**src/rtl/branch_redirect_ctrl_pkg.sv**
```systemverilog
// branch_redirect_ctrl_pkg: shared definitions for the branch redirect controller.
// Holds the EX branch-type codes, the controller state encoding and the JALR
// target alignment helper.
package branch_redirect_ctrl_pkg;

  // Branch type codes carried by ex_br_type.
  localparam logic [2:0] NOBRANCH = 3'd0;
  localparam logic [2:0] BEQ      = 3'd1;
  localparam logic [2:0] BNE      = 3'd2;
  localparam logic [2:0] BLT      = 3'd3;
  localparam logic [2:0] BLTU     = 3'd4;
  localparam logic [2:0] BGE      = 3'd5;
  localparam logic [2:0] BGEU     = 3'd6;

  // Controller states.
  typedef enum logic {
    IDLE = 1'b0,
    PEND = 1'b1
  } state_e;

  // JALR targets always have bit 0 forced to zero.
  function automatic logic [31:0] jalr_align(input logic [31:0] target);
    return {target[31:1], 1'b0};
  endfunction

endpackage

```
**src/rtl/br_stat_counter.sv**
```systemverilog
// br_stat_counter: 32-bit saturating event counter with increment enable.
// Holds at 0xFFFF_FFFF instead of wrapping; synchronous active-high clear.
module br_stat_counter
  import branch_redirect_ctrl_pkg::*;
(
  input  logic        clk,
  input  logic        rst,
  input  logic        inc,
  output logic [31:0] count
);

  logic [31:0] count_r;

  // Count enabled events, sticking at the all-ones value.
  always_ff @(posedge clk) begin
    if (rst) begin
      count_r <= 32'h0000_0000;
    end else if (inc && (count_r != 32'hFFFF_FFFF)) begin
      count_r <= count_r + 32'd1;
    end else begin
      count_r <= count_r;
    end
  end

  assign count = count_r;

endmodule

```
**src/rtl/branch_redirect_ctrl.sv**
```systemverilog
// branch_redirect_ctrl: selects the oldest control-flow redirect (EX branch or
// JALR over ID JAL), drives PC-select and pipeline flushes, and holds a
// redirect pending while fetch is busy with an instruction-memory miss.
// Optional statistics counters are built when BR_STATS_EN is defined;
// otherwise the counter ports read as zero.
module branch_redirect_ctrl
  import branch_redirect_ctrl_pkg::*;
(
  input  logic        clk,
  input  logic        rst,
  input  logic [2:0]  ex_br_type,
  input  logic        ex_br,
  input  logic        ex_jalr,
  input  logic [31:0] ex_target,
  input  logic        id_jal,
  input  logic [31:0] id_jal_target,
  input  logic        fetch_ready,
  input  logic        mem_stall,
  output logic        redirect_valid,
  output logic [31:0] redirect_pc,
  output logic        flush_ifid,
  output logic        flush_idex,
  output logic        stall_if,
  output logic [31:0] cnt_branch,
  output logic [31:0] cnt_taken,
  output logic [31:0] cnt_pend_cycles
);

  state_e      state_r;
  state_e      state_nx_s;
  logic [31:0] pend_pc_r;
  logic [31:0] pend_pc_nx_s;
  logic        ex_redir_s;
  logic [31:0] ex_tgt_s;

  // Decode the EX-stage redirect request and its (aligned) target.
  always_comb begin
    ex_redir_s = ex_jalr | ((ex_br_type != NOBRANCH) & ex_br);
    if (ex_jalr) begin
      ex_tgt_s = jalr_align(ex_target);
    end else begin
      ex_tgt_s = ex_target;
    end
  end

  // Output and next-state logic: IDLE paths are combinational from inputs,
  // PEND outputs depend only on the held target and fetch_ready.
  always_comb begin
    redirect_valid = 1'b0;
    redirect_pc    = 32'h0000_0000;
    flush_ifid     = 1'b0;
    flush_idex     = 1'b0;
    stall_if       = 1'b0;
    state_nx_s     = state_r;
    pend_pc_nx_s   = pend_pc_r;
    case (state_r)
      IDLE: begin
        if (mem_stall) begin
          // Pipeline frozen: requests will be re-presented next cycle.
          state_nx_s = IDLE;
        end else if (ex_redir_s) begin
          // EX is older; a same-cycle ID JAL is wrong-path and dropped.
          flush_ifid = 1'b1;
          flush_idex = 1'b1;
          if (fetch_ready) begin
            redirect_valid = 1'b1;
            redirect_pc    = ex_tgt_s;
          end else begin
            stall_if     = 1'b1;
            state_nx_s   = PEND;
            pend_pc_nx_s = ex_tgt_s;
          end
        end else if (id_jal) begin
          flush_ifid = 1'b1;
          if (fetch_ready) begin
            redirect_valid = 1'b1;
            redirect_pc    = id_jal_target;
          end else begin
            stall_if     = 1'b1;
            state_nx_s   = PEND;
            pend_pc_nx_s = id_jal_target;
          end
        end else begin
          state_nx_s = IDLE;
        end
      end
      PEND: begin
        // New requests here come from the wrong path and are ignored.
        flush_ifid     = 1'b1;
        stall_if       = 1'b1;
        redirect_pc    = pend_pc_r;
        redirect_valid = fetch_ready;
        if (fetch_ready) begin
          state_nx_s = IDLE;
        end else begin
          state_nx_s = PEND;
        end
      end
      default: begin
        state_nx_s   = IDLE;
        pend_pc_nx_s = 32'h0000_0000;
      end
    endcase
  end

  // State and pending-target registers; reset discards any pending redirect.
  always_ff @(posedge clk) begin
    if (rst) begin
      state_r   <= IDLE;
      pend_pc_r <= 32'h0000_0000;
    end else begin
      state_r   <= state_nx_s;
      pend_pc_r <= pend_pc_nx_s;
    end
  end

`ifdef BR_STATS_EN
  logic br_inc_s;
  logic taken_inc_s;
  logic pend_inc_s;

  // Counter enables: branches seen while unstalled in IDLE, and PEND cycles.
  always_comb begin
    br_inc_s    = (state_r == IDLE) & ~mem_stall & (ex_br_type != NOBRANCH);
    taken_inc_s = br_inc_s & ex_br;
    pend_inc_s  = (state_r == PEND);
  end

  br_stat_counter u_cnt_branch (
    .clk   (clk),
    .rst   (rst),
    .inc   (br_inc_s),
    .count (cnt_branch)
  );

  br_stat_counter u_cnt_taken (
    .clk   (clk),
    .rst   (rst),
    .inc   (taken_inc_s),
    .count (cnt_taken)
  );

  br_stat_counter u_cnt_pend (
    .clk   (clk),
    .rst   (rst),
    .inc   (pend_inc_s),
    .count (cnt_pend_cycles)
  );
`else
  assign cnt_branch      = 32'h0000_0000;
  assign cnt_taken       = 32'h0000_0000;
  assign cnt_pend_cycles = 32'h0000_0000;
`endif

endmodule

```
**config.mk**
```make
export PLATFORM = sky130hd
export DESIGN_NAME = branch_redirect_ctrl
export DESIGN_NICKNAME = d
export VERILOG_FILES = /design/src/rtl/branch_redirect_ctrl_pkg.sv /design/src/rtl/br_stat_counter.sv /design/src/rtl/branch_redirect_ctrl.sv
export SDC_FILE = /design/constraint.sdc
export NUM_CORES = 1
export LEC_CHECK = 0
export BUFFER_PORTS_ARGS = -buffer_cell sky130_fd_sc_hd__buf_4
export CELL_PAD_IN_SITES_DETAIL_PLACEMENT = 0
export CELL_PAD_IN_SITES_GLOBAL_PLACEMENT = 2
export CORE_MARGIN = 2
export CORE_UTILIZATION = 20
export CTS_BUF_LIST = sky130_fd_sc_hd__clkbuf_8
export DETAILED_ROUTE_END_ITERATION = 8
export PLACE_DENSITY_LB_ADDON = 0.08
export SETUP_SLACK_MARGIN = 0.4
export SKIP_CTS_REPAIR_TIMING = 1
export SYNTH_ARGS = -nofsm -noshare
export SYNTH_HDL_FRONTEND = slang
export SYNTH_SLANG_ARGS = --single-unit
```
**constraint.sdc**
```tcl
create_clock -name clk -period 1.7 [get_ports clk]
set_input_delay 0.17 -clock clk [delete_from_list [all_inputs] [get_ports clk]]
set_output_delay 0.17 -clock clk [all_outputs]
set_load 0.02 [all_outputs]
```
==> implementation parameters <==
Parameter                              Value

Run status
  Run status ... complete, but fails checks
  Violated checks ... setup timing

Critical path
  Setup CP Type ... in -> out
  Max Fanout on Critical Path ... 15
  Worst setup EP type ... output port
  Critical Path AT ... 1.54 ns
  CP startpoint kind ... input port
  Data required, critical path ... 1.53 ns

STA
  RSZ-0062 raised after global routing ... yes
  Period minus WS final ... between 1.5 and 2 ns
  Worst relative slew slack ... 62.1%
  Count of final max-slew check failures ... 0
  Max Clk Rate ... roughly 0.6 GHz
  Setup-violating endpoint count in the final report ... 2
  Smallest setup slack after layout ... -0.0145 ns
  Final hold viol count ... 0
  Worst Max-Slew Pin Slew ... 0.568 ns
  Final critical-path share of the clock period ... 101%
  Max Clock Skew ... 0.00433 ns

Logic synthesis
  Synth async-reset ratio ... 0%
  Part of the Yosys area used for sequential elements ... 23.8%
  Post-Syn Instances ... 400
  Number of flops mapped to enable cells by yosys ... 0
  #FFs+latches synth ... 33
  Synth Area per Inst ... 6.94 um^2
  Netlist Area Pre-Place ... 0.00278 mm^2
  Yosys synthesis warning count ... 0
  Number of distinct library cells after synthesis ... 23
  Main synth FF type ... dfxtp_1

CTS
  CTS max path bufs ... 2
  Latest clock arrival within the worst-skew pair ... 0.29 ns
  Total clock buffers created by CTS ... 5
  Clock sink count ... 33
  CTS tree ... built
  Buffer type at the clock tree root ... clkbuf_8
  CTS H-tree lvls ... 2
  Clk slew on worst S/H paths ... 0.07 ns

Pwr
  Switch share ... about two fifths
  Proportion of power drawn by combinational gates ... 47.0%
  Peak VDD IR ... 0.228 mV
  Internal power ... 1650 uW
  Leakage Power ... 0.00203 uW
  Sequential fraction of design power ... 32.0%
  Clock group share of total power ... roughly a fifth
  P_sw ... 1110 uW
  Cell Pwr Density ... about 550 mW/mm^2

Floorplan
  Number of top-level pins ... 206
  Starting utilization of the core area ... about a fifth
  Number of core rows ... 43
  Die X-Extent ... ~120 um
  Die footprint ... between 0.01 and 0.015 mm^2
  Placeable core region ... ~0.014 mm^2
  DIE HEIGHT ... 122 um

Layout
  Final Net Count ... 590
  Area growth from synthesis to layout ... 79.9%
  Layout Cells excl Fill ... roughly 700
  Number of diodes ... 0
  Leading cell types in the layout, fill and taps excluded ... conb_1, nand2_1, buf_4
  Final cell utilization of the core ... a little over a third
  Most common cell after layout, fill and taps aside ... conb_1
  Fill cell instance count of the final layout ... 1465
  Fraction of final layout cells sized beyond drive strength 1 ... about 53%

Global routing
  Number of global-route vias before repair ... 2604
  Global-route wire length before repair ... roughly 14000 um
  Number of antenna violations at the first check in global routing ... 0
  Total congestion overflow ... 0
  GRT Total Usage ... between 10 and 15%
  Pin count of the biggest net entering global routing ... 34

Job
  Number of max-capacitance violations reported ... 0

Detailed routing
  1st-pass router iterations ... 4
  1st-iter DRT viols ... 98
  Average detailed-routed wire length per instance ... 15.5 um
  Post-route antenna net violation count ... 0
  Vias/cell ... 4.23
  Via Count ... roughly 2900
  DRC ... 0
  Aggregate routed wire length ... 10800 um

Placement
  Routability congestion estimate ... 0.714
  Port Buffers ... 109
  Detailed-placement wirelength estimate ... 6710 um
  DP Cell Count ... 672

Min path
  Path type of the worst min-delay path ... in -> reg
## path summary, 6_finish.rpt
check	start	to	cells past startpoint	slack, ns
worst min-delay path	fetch_ready	state_r	2	0.06
worst max-delay path	ex_br_type[2]	redirect_pc[8]	8	-0.01
worst max register to register	state_r	pend_pc_r[9]	6	0.25
worst min register to register	pend_pc_r[23]	pend_pc_r[23]	2	0.51
## synth_stat cells, types with 2 or more instances
library cell,count,area [um^2]
nand2_1,94,353
inv_1,2,7.51
o21ai_1,5,25.0
nor3b_1,2,15.0
o21ai_0,27,135
dfxtp_1,33,661
nor3_1,2,10.0
a311oi_1,31,272
a22oi_1,31,233
nor2_1,36,135
buf_2,6,30.0
clkbuf_1,23,86.3
a21oi_1,3,15.0
buf_4,96,721
## stage by stage
stage | power [uW] | instance area [um^2] | setup WS (ns) | hold WS (ns) | setup TNS [ns]
after floorplan | 1730 | 3770 | 0.253 | 0.249 | 0
after global placement | 1910 | 4090 | -0.0778 | 0.373 | -1.87
after detailed placement | 1920 | 4090 | -0.107 | 0.374 | -2.28
after CTS | 2520 | 4160 | -0.150 | 0.0645 | -3.26
after global routing | 2920 | 5000 | -0.0611 | 0.0538 | -0.918
final | 2760 | 5000 | -0.0145 | 0.0648 | -0.0169
## metal layers
metal / up-vias / track usage (%) / share of wire [%]
met5: - / 0 / 0
met4: 0 / 2.37 / 0.64
met3: 6 / 3.00 / 6.5
met2: 109 / 21.3 / 50
met1: 1397 / 16.0 / 43
li1: 1425 / - / -
## critical path, cell delays in order
cell and delay (ns):
buf_8 0.10, o31a_1 0.33, nor3b_4 0.22, buf_4 0.15, buf_12 0.16, a22oi_2 0.08
o21ai_4 0.16, buf_4 0.16
## area by class of cell
| type | count | area, um^2 | share of cell area [%] |
|---|---|---|---|
| Clock buffer | 5 | 68.8 | 1.38 |
| Clock inverter | 1 | 5.00 | 0.100 |
| Multi-Input combinational cell | 334 | 2570 | 51.5 |
| Inverter | 2 | 7.51 | 0.150 |
| Timing Repair Buffer | 140 | 1450 | 29.1 |
| Tap cell | 180 | 225 | 4.51 |
| Sequential cell | 33 | 664 | 13.3 |
## cell families (layout without fill, tap and decap cells)
kind of cell / count (synthesis) / after routing / share of synthesized area [%]
buffers and inverters: 128 / 148 / 30.6
AO/OA/AOI/OAI: 102 / 102 / 26.6
AND/OR/NAND/NOR: 136 / 136 / 18.9
other: 1 / 96 / 0.135
flip-flops: 33 / 33 / 23.8
## sequential cells by signal (all words and copies together) (netlist names)
signal / cells
pend_pc_r: 32
state_r: 1
## power groups by stage
| stage | Combinational, uW | Sequential [uW] | Clock, uW |
|---|---|---|---|
| after floorplan | 860 | 865 | 0 |
| after global placement | 1040 | 872 | 0 |
| after detailed placement | 1050 | 873 | 0 |
| after CTS | 1050 | 855 | 614 |
| after global routing | 1390 | 889 | 642 |
| final | 1300 | 882 | 580 |
(Power assumes the default switching activity.)
